==> src/rtl/joint_histogram_scheduler.sv <==
// Frame scheduler for the joint-histogram bin RAM: clears every bin, counts
// feature samples, lets the increment unit drain, then streams bins in address order.
module joint_histogram_scheduler #(
  parameter int ADDR_W  = 9,
  parameter int CNT_W   = 16,
  parameter int RMW_LAT = 2
) (
  input  logic              clk,
  input  logic              rst,
  input  logic              start_i,
  input  logic              done_i,
  input  logic              ci_i,
  input  logic [3:0]        ni_i,
  input  logic [3:0]        rd_i,
  input  logic              progress_done_i,
  output logic [ADDR_W-1:0] mem_addr_o,
  output logic              mem_clr_o,
  output logic              mem_inc_o,
  output logic              mem_re_o,
  input  logic [CNT_W-1:0]  mem_rdata_i,
  output logic [CNT_W-1:0]  cinird_o,
  output logic              valid_o,
  input  logic              ready_i,
  output logic              busy_o,
  output logic              finish_o,
  output logic              drop_err_o
);

  typedef enum logic [2:0] {
    S_IDLE, S_CLEAR, S_COUNT, S_DRAIN, S_READ, S_FINISH
  } state_t;

  localparam int DW = (RMW_LAT > 1) ? $clog2(RMW_LAT) : 1;

  state_t state_q, state_n;

  logic [ADDR_W-1:0] ptr_q;
  logic [ADDR_W:0]   rptr_q;
  logic [ADDR_W-1:0] out_cnt_q;
  logic [DW-1:0]     drain_cnt_q;

  logic              clr_q, inc_q, finish_q, busy_q, drop_q;
  logic [ADDR_W-1:0] addr_q;
  logic              clr_n, inc_n, finish_n, busy_n, drop_n;
  logic [ADDR_W-1:0] addr_n;

  logic [CNT_W-1:0]  skid_q [2];
  logic [1:0]        occ_q;
  logic              pend_q;

  logic              pop, last_clear, drain_done, last_word, rd_issue;
  logic [1:0]        credit_used;

  assign pop         = (occ_q != 2'd0) && ready_i;
  assign last_clear  = &ptr_q;
  assign drain_done  = !inc_q && (drain_cnt_q == DW'(RMW_LAT - 1));
  assign last_word   = pop && (&out_cnt_q);

  // Reads are issued against this cycle's handshake so a 2-entry buffer still
  // sustains one word per cycle: data in flight plus words left after the pop.
  assign credit_used = occ_q - 2'(pop) + 2'(pend_q);
  assign rd_issue    = (state_q == S_READ) && !rptr_q[ADDR_W] && (credit_used < 2'd2);

  always_comb begin
    state_n = state_q;
    unique case (state_q)
      S_IDLE:   if (start_i)         state_n = S_CLEAR;
      S_CLEAR:  if (last_clear)      state_n = S_COUNT;
      S_COUNT:  if (progress_done_i) state_n = S_DRAIN;
      S_DRAIN:  if (drain_done)      state_n = S_READ;
      S_READ:   if (last_word)       state_n = S_FINISH;
      S_FINISH:                      state_n = S_IDLE;
      default:                       state_n = S_IDLE;
    endcase
  end

  // NOTE: every signal assigned in always_comb gets a default first so no path leaves it unassigned (no latch).
  always_comb begin
    clr_n    = (state_n == S_CLEAR);
    inc_n    = (state_q == S_COUNT) && done_i;
    addr_n   = '0;
    if (inc_n) begin
      addr_n = {ci_i, ni_i, rd_i};
    end else if ((state_q == S_CLEAR) && !last_clear) begin
      addr_n = ptr_q + ADDR_W'(1);
    end
    finish_n = (state_n == S_FINISH);
    busy_n   = (state_n != S_IDLE);
    drop_n   = (((state_q == S_IDLE) && start_i) ? 1'b0 : drop_q)
             | (done_i && (state_q != S_COUNT));
  end

  // NOTE: clocked state uses non-blocking assignments so every flop samples pre-edge values.
  always_ff @(posedge clk or negedge rst) begin
    if (!rst) begin
      state_q  <= S_IDLE;
      clr_q    <= 1'b0;
      inc_q    <= 1'b0;
      addr_q   <= '0;
      finish_q <= 1'b0;
      busy_q   <= 1'b0;
      drop_q   <= 1'b0;
    end else begin
      state_q  <= state_n;
      clr_q    <= clr_n;
      inc_q    <= inc_n;
      addr_q   <= addr_n;
      finish_q <= finish_n;
      busy_q   <= busy_n;
      drop_q   <= drop_n;
    end
  end

  always_ff @(posedge clk or negedge rst) begin
    if (!rst) begin
      ptr_q       <= '0;
      rptr_q      <= '0;
      out_cnt_q   <= '0;
      drain_cnt_q <= '0;
      pend_q      <= 1'b0;
    end else begin
      ptr_q <= (state_q == S_CLEAR) ? ptr_q + ADDR_W'(1) : '0;

      if (state_q != S_READ)  rptr_q <= '0;
      else if (rd_issue)      rptr_q <= rptr_q + (ADDR_W+1)'(1);

      if (state_q != S_READ)  out_cnt_q <= '0;
      else if (pop)           out_cnt_q <= out_cnt_q + ADDR_W'(1);

      // The idle count restarts while the final increment is still on the bus.
      if ((state_q != S_DRAIN) || inc_q) drain_cnt_q <= '0;
      else if (!drain_done)              drain_cnt_q <= drain_cnt_q + DW'(1);

      pend_q <= rd_issue;
    end
  end

  // NOTE: the skid entries are reset because entry 0 is the visible cinird_o, which must read 0 out of reset.
  always_ff @(posedge clk or negedge rst) begin
    if (!rst) begin
      skid_q[0] <= '0;
      skid_q[1] <= '0;
      occ_q     <= 2'd0;
    end else begin
      unique case ({pop, pend_q})
        2'b11: begin
          if (occ_q == 2'd2) begin
            skid_q[0] <= skid_q[1];
            skid_q[1] <= mem_rdata_i;
          end else begin
            skid_q[0] <= mem_rdata_i;
          end
        end
        2'b10: begin
          skid_q[0] <= skid_q[1];
          occ_q     <= occ_q - 2'd1;
        end
        2'b01: begin
          if (occ_q == 2'd0) skid_q[0] <= mem_rdata_i;
          else               skid_q[1] <= mem_rdata_i;
          occ_q <= occ_q + 2'd1;
        end
        default: ;
      endcase
    end
  end

  assign mem_clr_o  = clr_q;
  assign mem_inc_o  = inc_q;
  assign mem_re_o   = rd_issue;
  assign mem_addr_o = rd_issue ? rptr_q[ADDR_W-1:0] : addr_q;
  assign cinird_o   = skid_q[0];
  assign valid_o    = (occ_q != 2'd0);
  assign busy_o     = busy_q;
  assign finish_o   = finish_q;
  assign drop_err_o = drop_q;

endmodule
==> config.mk <==
export PLATFORM = sky130hd
export DESIGN_NAME = joint_histogram_scheduler
export DESIGN_NICKNAME = d
export VERILOG_FILES = /design/src/rtl/joint_histogram_scheduler.sv
export SDC_FILE = /design/constraint.sdc
export NUM_CORES = 1
export LEC_CHECK = 0
export ABC_AREA = 1
export ABC_CLOCK_PERIOD_IN_PS = 2300
export BUFFER_PORTS_ARGS = -buffer_cell sky130_fd_sc_hd__buf_2
export CORE_MARGIN = 2
export CORE_UTILIZATION = 30
export DETAILED_ROUTE_END_ITERATION = 10
export GPL_TIMING_DRIVEN = 0
export PLACE_DENSITY = 0.47
export SETUP_SLACK_MARGIN = 0.4
export SKIP_CTS_REPAIR_TIMING = 1
export SYNTH_ARGS = -nofsm -noshare
export SYNTH_HDL_FRONTEND = slang
export SYNTH_SLANG_ARGS = --single-unit
export TNS_END_PERCENT = 100
==> constraint.sdc <==
create_clock -name clk -period 2.3 [get_ports clk]
set_input_delay 0.115 -clock clk [delete_from_list [all_inputs] [get_ports clk]]
set_output_delay 0.115 -clock clk [all_outputs]
set_load 0.1 [all_outputs]
Word-level counts from Yosys, hierarchy flattened
Cells that the tools add are included.
Word-level totals
  register bits after elaboration: 81
  output and inout bits: 32
  logic and storage cells: 92
  input bits: 31
Operators by class
  magnitude comparators: 1
  multiplexer cells: 24
  bitwise logic cells: 1
  equality and inequality tests: 17
  reduce and logical (&&, ||, !) cells: 26
  add/subtract/negate cells: 8
Operators with widths (count)
  $mux 16: 4
  $mux 9: 6
  $pmux 16 s3: 1
  $pmux 16 s2: 1
  $mux 10: 2
  $add 9x1->9 const B: 2
  $reduce_and 9->1: 2
  $mux 3: 5
  $pmux 3 s5: 1
  $add 10x1->10 const B: 1
  $reduce_bool 2->1: 5
  $logic_and 1x1->1: 9
  $eq 2x2->1 const B: 3
  $eq 3x1->1 const B: 2
  $eq 3x2->1 const B: 2
  $eq 3x3->1 const B: 2
  $ne 2x2->1 const B: 3
  $ne 3x2->1 const B: 2
  $reduce_bool 3->1: 2
  $pmux 2 s2: 1
  $logic_not 1->1: 3
  $logic_not 3->1: 1
  $mux 1: 3
  $ne 3x3->1 const B: 1
  13 further kinds: 13

Depth between registers and ports, before layout
Gate-level depths: netlist of run 1.
  word-level depth: 8
  gate-level depth with buffers: 11
  depth with buffers taken out: 11

Worst setup path before layout of run 1
No wires, ideal clock.
  kind: reg2out
  start point: register occ_q[1]
  end point: output port mem_addr_o[0]
  stages on the path, launching flop included: 10
  arrival time: 2997 ps
  path buffers: 1
  required time: 2185 ps
  path slack: -812 ps
  cell sequence: dfrtp_1 -> nor2_4 -> nor2_4 -> ha_1 -> inv_2 -> nand2_1 -> nand3_1 -> nand3_2 -> buf_6 -> o21ai_1
Between the ends
  cells in the longest elaborated chain, start to end: 7
Ends and longest elaborated chain
  from (decl): line 48  | logic [1:0] occ_q;
  from (signal assigned): line 156  | occ_q <= occ_q - 2'd1;
  from (signal assigned): line 161  | occ_q <= occ_q + 2'd1;
  $reduce_bool 2->1: line 54  | assign pop = (occ_q != 2'd0) && ready_i;
  $logic_and 1x1->1: line 54
  $sub 2x1->2 (*): line 61  | assign credit_used = occ_q - 2'(pop) + 2'(pend_q);
  $add 2x1->2 (*): line 61
  $lt 2x2->1 (*): line 62  | assign rd_issue = (state_q == S_READ) && !rptr_q[ADDR_W] && (credit_used < 2'd2);
  $logic_and 1x1->1 (*): line 62
  $mux 9 (*): line 171  | assign mem_addr_o = rd_issue ? rptr_q[ADDR_W-1:0] : addr_q;
  to (decl): line 16  | output logic [ADDR_W-1:0] mem_addr_o,
Mark *: on every way between the ends. The rest lies on a longest branch, timed or not.

Final worst setup path of run 1
  start point: register occ_q[1]
  end point: output port mem_re_o
Between the ends
  cells in the longest elaborated chain, start to end: 6
Ends and longest elaborated chain
  $reduce_bool 2->1: line 54
  $logic_and 1x1->1: line 54
  $sub 2x1->2 (*): line 61
  $add 2x1->2 (*): line 61
  $lt 2x2->1 (*): line 62
  $logic_and 1x1->1 (*): line 62
  to (decl): line 19  | output logic mem_re_o,
Marks and branches as above.

==> run_results.csv, run 1 <==
group,metric,value,unit
placed_design,dp_hpwl,7740,µm
critical_path,slowest_delay,440,ps
detailed_routing,final_antenna_net_count,0,
timing,tightest_slew,506,ps
clocking,clock-root-buffer,"clkbuf_16",
timing,max_freq,421,MHz
placed_design,port_buffers,62,
logic_synthesis,ys_seq_area_frac,0.460,
grt,first_global_vias,3801,
clocking,clkLatencyLatePin,340,ps
detailed_routing,num_vias,3974,
worst_hold_path,worstHoldPathCells,3,
floorplan,die_h,125,µm
finish,final_nets,732,
placed_design,globalplace.congestion,0.827,
logic_synthesis,syn_inst,596,
pwr,vdd_drop_max,0.407,mV
critical_path,reg2reg_slack,330,ps
timing,finalCriticalPeriod,2380,ps
critical_path,end_kind,"output pin",
finish,syn_to_final_growth,34.4,%
worst_hold_path,hold_class,"in2reg",
timing,rsz0062_at_grt,"true",
logic_synthesis,ys_seq_elements,81,
clocking,clk_pin_slew,60,ps
logic_synthesis,synthSimpleGateAreaFrac,0.285,
floorplan,initial_core_util,0.306,
floorplan,die_area,15700,µm²
grt,antenna_found_initial,0,
critical_path,r2r-start,"occ_q[1]",
timing,final-hold-violation-count,0,
critical_path,crit_family,"buffers and inverters",
finish,drive_above_1_share,0.260,
logic_synthesis,syn_nets,636,
floorplan,ios,63,
critical_path,r2r_end,"rptr_q[8]",
floorplan,rows,44,
grt,grtUsageTotal,0.144,
detailed_routing,drcViolationCount,0,
finish,utilization,0.411,
detailed_routing,dr.pass1.iters,5,
timing,hold_ws,10.3,ps
detailed_routing,viasPerCell,4.51,
critical_path,critPathArrivalTime,2260,ps
critical_path,reg2regPathDepth,11,
grt,gr-total-overflow,0,
logic_synthesis,synth-compound-area-share,0.109,
grt,grt_max_degree,66,
timing,fin_crit_sh,1.03,
flow_run,max_cap_violations,0,
worst_hold_path,hold_start,"rd_i[1]",
clocking,cts_max_level,3,
status,outcome,"finished with violations",
logic_synthesis,synth_fa_ha_area_frac,0.0255,
clocking,cts_buffers,9,
timing,setup_viol,6,
critical_path,start_kind,"flop",
finish,num_antenna_cells,0,
clocking,clock_sinks,81,
critical_path,worstSetupPathType,"reg2out",
critical_path,crit_fanout,7,
timing,setup_ws,-77.7,ps
finish,fill_cells,1504,
timing,slew_violations,0,
logic_synthesis,synth_top_family_by_area,"simple AND/OR/NAND/NOR gates",
critical_path,path_cells,"nor2_4, nor2_4, ha_4, inv_6, nand2_4, nand3_4, nand3_4, clkinvlp_4, buf_4, buf_12",
logic_synthesis,ys_types,30,
clocking,clk_path_buf_depth,2,
critical_path,crit_path_top_delay_cell,"dfrtp_2",
detailed_routing,drt_iter0_drc,243,
status,violations,"setup timing",
critical_path,cp.required,2180,ps
clocking,cts_tree,"built",
floorplan,fp.coreArea,14400,µm²
detailed_routing,wl,11000,µm
grt,grt_pass1_wl,18100,µm
logic_synthesis,ys.warnings.count,0,
detailed_routing,wl_per_cell,12.5,µm
floorplan,dieWidth,125,µm
timing,finalClockSkew,6.95,ps
logic_synthesis,synth_mux_area_frac,0,
worst_hold_path,holdPathEnd,"addr_q[1]",
logic_synthesis,syn_area,4410,µm²
timing,relSlewSlack,0.662,
critical_path,path_buf_inv,4,
logic_synthesis,synthXorXnorAreaFrac,0.0139,
pwr,p_per_area,903,nW/µm²
logic_synthesis,avgSynthCellArea,7.40,µm²
pwr,power.leakage,2.95,nW
report_power, final:
part	internal (mW)	switching, mW
Combinational	0.586	1.57
Clock	0.979	0.579
Sequential	1.56	0.0857
worst max path at each step:
stage / to / slack [ps] / start / cells after the start
finish: mem_re_o / -80 / occ_q[1] / 10
global route: mem_re_o / -190 / occ_q[1] / 10
CTS: mem_addr_o[6] / -510 / occ_q[0] / 11
detailed placement: mem_addr_o[6] / -110 / occ_q[0] / 11
global placement: mem_addr_o[6] / -110 / occ_q[1] / 11
floorplan: mem_addr_o[1] / -120 / occ_q[0] / 10
cell type report:
class	count	area, µm²	share of cell area
multi-input combinational	418	2170	0.366
sequential	81	2030	0.342
timing repair buffer	85	668	0.113
buffer	34	255	0.0431
inverter	63	251	0.0424
clock buffer	11	243	0.0409
tap	184	230	0.0388
clock inverter	5	78.8	0.0133
Yosys cell counts:
| master | instances | share of area |
|---|---|---|
| o21ai_0 | 57 | 0.065 |
| ha_1 | 9 | 0.026 |
| inv_2 | 5 | 0.0043 |
| buf_4 | 18 | 0.031 |
| a21oi_1 | 20 | 0.023 |
| nand3_2 | 2 | 0.0045 |
| nor3_1 | 2 | 0.0023 |
| nor2_2 | 1 | 0.0014 |
| o21ai_2 | 1 | 0.0020 |
| buf_1 | 1 | 0.00085 |
| nand4_1 | 4 | 0.0057 |
| nand3_1 | 25 | 0.028 |
| o21ai_1 | 14 | 0.016 |
| a21oi_4 | 1 | 0.0037 |
| xnor2_1 | 2 | 0.0040 |
| inv_4 | 1 | 0.0014 |
| nand2_2 | 2 | 0.0028 |
| and2_2 | 1 | 0.0017 |
| nor2_1 | 41 | 0.035 |
| clkbuf_1 | 5 | 0.0043 |
| nand3b_1 | 1 | 0.0017 |
| buf_6 | 4 | 0.010 |
| dfrtp_1 | 81 | 0.46 |
| clkinv_1 | 2 | 0.0017 |
| nor3b_1 | 1 | 0.0017 |
| xor2_1 | 5 | 0.0099 |
| inv_1 | 55 | 0.047 |
| buf_2 | 6 | 0.0068 |
| nand2_1 | 226 | 0.19 |
| nor2_4 | 3 | 0.0077 |
cells in the final DEF (no fill, tap or decap), types with 5 or more instances in the layout:
master           n
a21oi_1         15
o21ai_4          6
xor2_1           5
nor2_1          38
o21ai_1         17
dfrtp_1         79
nand2_4          6
clkbuf_16        9
dlygate4sd3_1    5
a21oi_2          5
buf_12          10
buf_2           56
nand2_1        215
buf_4           38
inv_1           53
o21ai_0         48
nand3_1         22
registers in the layout, summed over array words and instances, names as in the netlist, 2 cells and up:
name and count:
out_cnt_q 9, state_q 3, ptr_q 9, rptr_q 10, occ_q 2, skid_q 16, addr_q 9, cinird_o 16
worst register-to-register path: cells and delay by family (launching register included):
kind          cells  cell delay [ps]
buf+inv           3              490
fa+ha+maj         1              310
flops             1              440
simple gates      7              640
metrics by stage:
step	area, µm²	setup slack [ps]	setup TNS [ps]	power (mW)	std cells
2_1_floorplan	4580	-118	-354	3.30	596
3_3_place_gp	5120	-110	-702	3.66	842
3_5_place_dp	5150	-115	-722	3.68	843
4_1_cts	5470	-509	-4680	5.28	859
5_1_grt	5930	-186	-1370	5.67	881
6_report	5930	-77.7	-370	5.35	881
kinds of logic (layout without fill, tap and decap cells):
family | Yosys count | after routing
AO/OA/AOI/OAI | 93 | 93
XOR/XNOR | 7 | 7
adder cells (fa/ha/maj) | 9 | 9
buffers and inverters | 97 | 198
flip-flops | 81 | 81
AND/OR/NAND/NOR | 309 | 309
metal layers:
metal  vias up  global-route usage  part of all wire
met5         -                   0                 0
met4         0              0.0353            0.0071
met3         4              0.0505             0.045
met2        80               0.238              0.48
met1      1846               0.181              0.46
li1       2044                   -                 -
(Power assumes the default switching activity.)
==> run 2: changes to the inputs <==
--- a/config.mk
+++ b/config.mk
@@ -6,13 +6,13 @@
 export NUM_CORES = 1
 export LEC_CHECK = 0
 export ABC_AREA = 1
-export ABC_CLOCK_PERIOD_IN_PS = 2300
+export ABC_CLOCK_PERIOD_IN_PS = 2450
 export BUFFER_PORTS_ARGS = -buffer_cell sky130_fd_sc_hd__buf_2
 export CORE_MARGIN = 2
 export CORE_UTILIZATION = 30
 export DETAILED_ROUTE_END_ITERATION = 10
 export GPL_TIMING_DRIVEN = 0
-export PLACE_DENSITY = 0.47
+export PLACE_DENSITY = 0.5
 export SETUP_SLACK_MARGIN = 0.4
 export SKIP_CTS_REPAIR_TIMING = 1
 export SYNTH_ARGS = -nofsm -noshare
==> constraint.sdc (replaced) <==
create_clock -name clk -period 2.45 [get_ports clk]
set_input_delay 0.1225 -clock clk [delete_from_list [all_inputs] [get_ports clk]]
set_output_delay 0.1225 -clock clk [all_outputs]
set_load 0.1 [all_outputs]
==> run 2 against run 1 <==
  * The flow now finishes without violations
  * Global-route usage is 0.24 points higher
  * Flip-flop and latch count did not move
  * Register-to-register slack gained 110 ps
  * Highest routed layer unchanged
  * Non-clock buffer count fell by 6
  * Routed wire length is 1.4% higher
  * Cell area fell by 1.8%
  * Critical endpoint unchanged
  * Clock power down 9.6%
==> run_results.csv, run 2 (same netlist as run 1, synthesis figures left out) <==
group,metric,value,unit
status,outcome,"completed",
critical_path,crit_fanout,7,
clocking,cts_buffers,9,
detailed_routing,num_vias,4020,
finish,final_nets,726,
floorplan,fp.coreArea,14400,µm²
clocking,clkLatencyLatePin,340,ps
detailed_routing,dr.pass1.iters,5,
floorplan,die_area,15700,µm²
detailed_routing,wl_per_cell,12.7,µm
critical_path,reg2regPathDepth,11,
critical_path,path_cells,"nor2_4, nor2_4, ha_4, inv_6, nand2_4, nand3_4, nand3_4, clkinvlp_4, buf_4, buf_8",
finish,drive_above_1_share,0.243,
placed_design,dp_hpwl,7680,µm
timing,rsz0062_at_grt,"true",
grt,grt_max_degree,67,
finish,final_common_cell,"nand2_1",
placed_design,port_buffers,62,
critical_path,slowest_delay,450,ps
finish,final_cell_mix,"215 x nand2_1, 79 x dfrtp_1, 58 x buf_2, 56 x o21ai_0, 54 x inv_1",
finish,num_antenna_cells,0,
finish,utilization,0.404,
worst_hold_path,hold_class,"in2reg",
detailed_routing,final_antenna_net_count,0,
timing,final-hold-violation-count,0,
critical_path,critPathCapture,"mem_re_o",
worst_hold_path,hold_start,"ni_i[0]",
finish,syn_to_final_growth,32.0,%
timing,max_freq,409,MHz
clocking,clock-root-buffer,"clkbuf_16",
critical_path,critPathArrivalTime,2320,ps
pwr,p_per_area,845,nW/µm²
grt,grt.busiest_layer,"met2",
grt,antenna_found_initial,0,
critical_path,startpoint,"occ_q[1]",
grt,gr-total-overflow,0,
timing,finalCriticalPeriod,2440,ps
grt,grt_use_met3,0.0458,
floorplan,initial_core_util,0.306,
detailed_routing,viasPerCell,4.59,
critical_path,end_kind,"output pin",
pwr,vdd_drop_max,0.529,mV
clocking,cts_tree,"built",
critical_path,start_kind,"flop",
pwr,power.leakage,2.92,nW
critical_path,worstSetupPathType,"reg2out",
finish,multi_input_area,2140,µm²
timing,setup_viol,0,
floorplan,ios,63,
critical_path,r2r-start,"occ_q[1]",
clocking,clk_pin_slew,60,ps
detailed_routing,drt_iter0_drc,304,
grt,grt_pass1_wl,18700,µm
timing,slew_violations,0,
pwr,total_power,4.92,mW
grt,met1_usage,0.180,
timing,tightest_slew,495,ps
finish,seq_area,2030,µm²
timing,finalClockSkew,6.80,ps
flow_run,max_cap_violations,0,
floorplan,dieWidth,125,µm
timing,relSlewSlack,0.672,
grt,grtUsageTotal,0.146,
placed_design,globalplace.congestion,0.832,
timing,fin_crit_sh,0.997,
clocking,clock_sinks,81,
grt,first_global_vias,4008,
critical_path,reg2reg_slack,440,ps
clocking,clk_path_buf_depth,2,
clocking,cts_max_level,3,
critical_path,crit_path_top_delay_cell,"dfrtp_2",
grt,met2_usage,0.243,
critical_path,r2r_end,"rptr_q[8]",
floorplan,rows,44,
critical_path,cp.required,2330,ps
detailed_routing,drcViolationCount,0,
detailed_routing,wl,11100,µm
finish,fill_cells,1481,
floorplan,die_h,125,µm
run 2: cell types whose count changed in the layout (fill, tap and decap cells not counted), sizes merged:
cell | previous run | this run
buf | 110 | 105
bufinv | 2 | 1
clkbuf | 15 | 19
clkinv | 5 | 3
clkinvlp | 2 | 1
dlygate4sd3 | 5 | 3
inv | 59 | 60
run 2: worst min-delay path by stage:
stage | endpoint | slack [ps] | depth (start not counted)
4_1_cts | cinird_o[6] | -360 | 1
2_1_floorplan | addr_q[0] | -170 | 0
5_1_grt | addr_q[2] | 6 | 3
3_3_place_gp | addr_q[7] | 340 | 3
3_5_place_dp | cinird_o[6] | 10 | 1
6_report | addr_q[4] | 4 | 3
run 2: metrics by stage:
stage                     instance area, µm²  hold WS, ps  setup slack [ps]  instances  TNS [ps]
after detailed placement                5150         12.4              22.6        843         0
after global routing                    5820         6.00             -80.3        875      -371
after CTS                               5460         -361              -371        859     -3280
after floorplan                         4580         -173              24.4        596         0
final                                   5820         3.66              6.40        875         0
after global placement                  5120          336              65.1        842         0
run 2: where the power goes:
group / internal [mW] / switching, mW / total [mW]
clock: 0.872 / 0.535 / 1.41
combinational: 0.517 / 1.45 / 1.96
sequential: 1.46 / 0.0889 / 1.55
run 2: worst max-delay path, delay by kind of cell, from the launching register on:
family                     cells  cell delay (ps)
and+or+nand+nor                5              550
DFF                            1              450
adders and majority gates      1              320
buffers and inverters          4              650
run 2: final cells by class:
class | instances | share of cell area
multi-input cells | 418 | 0.368
repair buffers | 79 | 0.106
flip-flops and latches | 81 | 0.349
plain buffers | 34 | 0.0428
inverters | 63 | 0.0425
clock inverters | 2 | 0.00602
clock buffers | 14 | 0.0471
well taps | 184 | 0.0395
run 2: metal layers:
layer  vias up  wire length [µm]
met4         0               205
met3        16               701
met5         -                 0
li1       2032                 -
met1      1854              5050
met2       118              5180
==> run 3: changes to the inputs <==
--- a/config.mk
+++ b/config.mk
@@ -6,15 +6,16 @@
 export NUM_CORES = 1
 export LEC_CHECK = 0
 export ABC_AREA = 1
-export ABC_CLOCK_PERIOD_IN_PS = 2450
+export ABC_CLOCK_PERIOD_IN_PS = 2900
 export BUFFER_PORTS_ARGS = -buffer_cell sky130_fd_sc_hd__buf_2
 export CORE_MARGIN = 2
-export CORE_UTILIZATION = 30
+export CORE_UTILIZATION = 62
 export DETAILED_ROUTE_END_ITERATION = 10
 export GPL_TIMING_DRIVEN = 0
-export PLACE_DENSITY = 0.5
+export PLACE_DENSITY = 0.88
 export SETUP_SLACK_MARGIN = 0.4
 export SKIP_CTS_REPAIR_TIMING = 1
+export SKIP_LAST_GASP = 1
 export SYNTH_ARGS = -nofsm -noshare
 export SYNTH_HDL_FRONTEND = slang
 export SYNTH_SLANG_ARGS = --single-unit
==> constraint.sdc (replaced) <==
create_clock -name clk -period 2.9 [get_ports clk]
set_input_delay 0.145 -clock clk [delete_from_list [all_inputs] [get_ports clk]]
set_output_delay 0.145 -clock clk [all_outputs]
set_load 0.1 [all_outputs]
==> run 3 against run 2 <==
  * The flow now finishes with violations (hold timing)
  * Global-route usage increased by 12 points
  * Combinational power decreased by 13%
  * Cell area decreased by 6.2%
  * Flip-flop and latch count unchanged
  * Utilization increased by 40 points
  * Power decreased by 20%
  * Routed wire length increased by 4.4%
  * Sequential power decreased by 16%
  * Worst hold slack got worse by 9.8 ps
  * Highest routed layer unchanged
==> run_results.csv, run 3 (same netlist as run 1, synthesis figures left out) <==
group,metric,value,unit
grt,gr-total-overflow,0,
clocking,clkLatencyLatePin,370,ps
pwr,power.leakage,2.81,nW
clocking,clk_pin_slew,80,ps
clocking,clock_sinks,81,
floorplan,ios,63,
critical_path,slowest_delay,440,ps
critical_path,start_kind,"flop",
floorplan,rows,30,
clocking,clk_path_buf_depth,2,
timing,rsz0062_at_grt,"true",
timing,final-hold-violation-count,1,
detailed_routing,viasPerCell,5.52,
grt,grt_pass1_wl,16400,µm
finish,stdcell_count,786,
placed_design,dpl.cell_count,755,
floorplan,initial_core_util,0.646,
finish,final_common_cell,"nand2_1",
critical_path,path_cells,"nor2_4, nor2_4, ha_4, nor2_4, nand3_2, nand3_4, clkinvlp_4, nand2_2, nand2_4, buf_12",
detailed_routing,drt_iter0_drc,322,
timing,slew_violations,0,
timing,hold_ws,-6.12,ps
finish,syn_to_final_growth,23.8,%
flow_run,max_cap_violations,0,
timing,relSlewSlack,0.653,
placed_design,dp_worst_setup_slack,405,ps
status,violations,"hold timing",
detailed_routing,wl_per_cell,14.8,µm
floorplan,die_area,7800,µm²
critical_path,crit_top_cell,"nor2_4",
finish,final_cell_mix,"218 x nand2_1, 79 x dfrtp_1, 57 x o21ai_0, 57 x buf_2, 54 x inv_1",
critical_path,end_kind,"output pin",
detailed_routing,final_antenna_net_count,0,
grt,antenna_found_initial,0,
floorplan,die_h,88.3,µm
timing,finalCriticalPeriod,2550,ps
floorplan,fp.coreArea,6830,µm²
placed_design,port_buffers,62,
worst_hold_path,hold_class,"in2reg",
finish,drive_above_1_share,0.226,
clocking,clock-root-buffer,"clkbuf_8",
critical_path,crit_path_top_delay_cell,"dfrtp_2",
finish,final_nets,726,
critical_path,worstSetupPathType,"reg2out",
pwr,vdd_drop_max,0.536,mV
timing,tns,0,ps
clocking,cts_tree,"built",
floorplan,dieWidth,88.3,µm
timing,max_freq,392,MHz
detailed_routing,dr.pass1.iters,6,
timing,setup_ws,347,ps
status,outcome,"finished with violations",
finish,num_antenna_cells,0,
critical_path,cp.required,2760,ps
timing,finalClockSkew,16.1,ps
clocking,cts_max_level,3,
placed_design,globalplace.congestion,0.811,
detailed_routing,wl,11600,µm
critical_path,path_buf_inv,2,
timing,fin_crit_sh,0.880,
timing,setup_viol,0,
finish,design_area,5460,µm²
grt,grt_max_degree,60,
finish,fill_cells,440,
timing,tightest_slew,520,ps
grt,first_global_vias,3833,
clocking,cts_buffers,9,
detailed_routing,num_vias,4336,
critical_path,critPathArrivalTime,2410,ps
grt,grtUsageTotal,0.270,
placed_design,placed_area,4960,µm²
finish,utilization,0.799,
critical_path,crit_fanout,7,
placed_design,dp_hpwl,7040,µm
critical_path,crit_family,"simple AND/OR/NAND/NOR gates",
pwr,p_per_area,720,nW/µm²
detailed_routing,drcViolationCount,0,
==> run 3: per-stage QoR <==
step / hold WS [ps] / power (mW)
after floorplan: -151 / 2.61
after global placement: 349 / 2.84
after detailed placement: 67.7 / 2.87
after CTS: -321 / 3.78
after global routing: 12.2 / 4.10
final: -6.12 / 3.93
==> run 3: path summary, 6_finish.rpt <==
kind | start | end | slack (ps) | cells after the start
max | occ_q[1] | mem_addr_o[4] | 350 | 10
min | ni_i[2] | addr_q[6] | -6 | 3
max reg2reg | occ_q[1] | cinird_o[13] | 660 | 12
min reg2reg | cinird_o[5] | cinird_o[5] | 480 | 2
max in group asynchronous | rst | occ_q[1] | 2060 | 3
min in group asynchronous | rst | cinird_o[8] | 210 | 2
==> run 3: power breakdown <==
| group | switching, mW | internal [mW] | total, mW |
|---|---|---|---|
| clock network | 0.427 | 0.502 | 0.929 |
| registers | 0.0645 | 1.23 | 1.30 |
| logic | 1.25 | 0.455 | 1.71 |
| total | 1.74 | 2.19 | 3.93 |
==> run 3: worst reg2reg max path: cells and delay by family (launching register included) <==
| kind | cells | cell delay [ps] |
|---|---|---|
| AOI/OAI and AO/OA | 2 | 230 |
| adders and majority gates | 1 | 280 |
| buffers and inverters | 4 | 690 |
| DFF | 1 | 440 |
| and+or+nand+nor | 5 | 510 |
==> run 3: layer usage <==
layer	track usage	share of wire
met5	0	0
met4	0.132	0.035
met3	0.0420	0.069
met2	0.469	0.51
met1	0.329	0.38
==> run 3: cell type report <==
cell class              instances  area [µm²]  share of cell area
flip-flops and latches         81        2030               0.372
plain buffers                  34         233              0.0426
clock buffers                  10         138              0.0252
repair buffers                 79         584               0.107
inverters                      63         248              0.0454
well taps                      96         120              0.0220
multi-input cells             418        2030               0.371
clock inverters                 5        80.1              0.0147
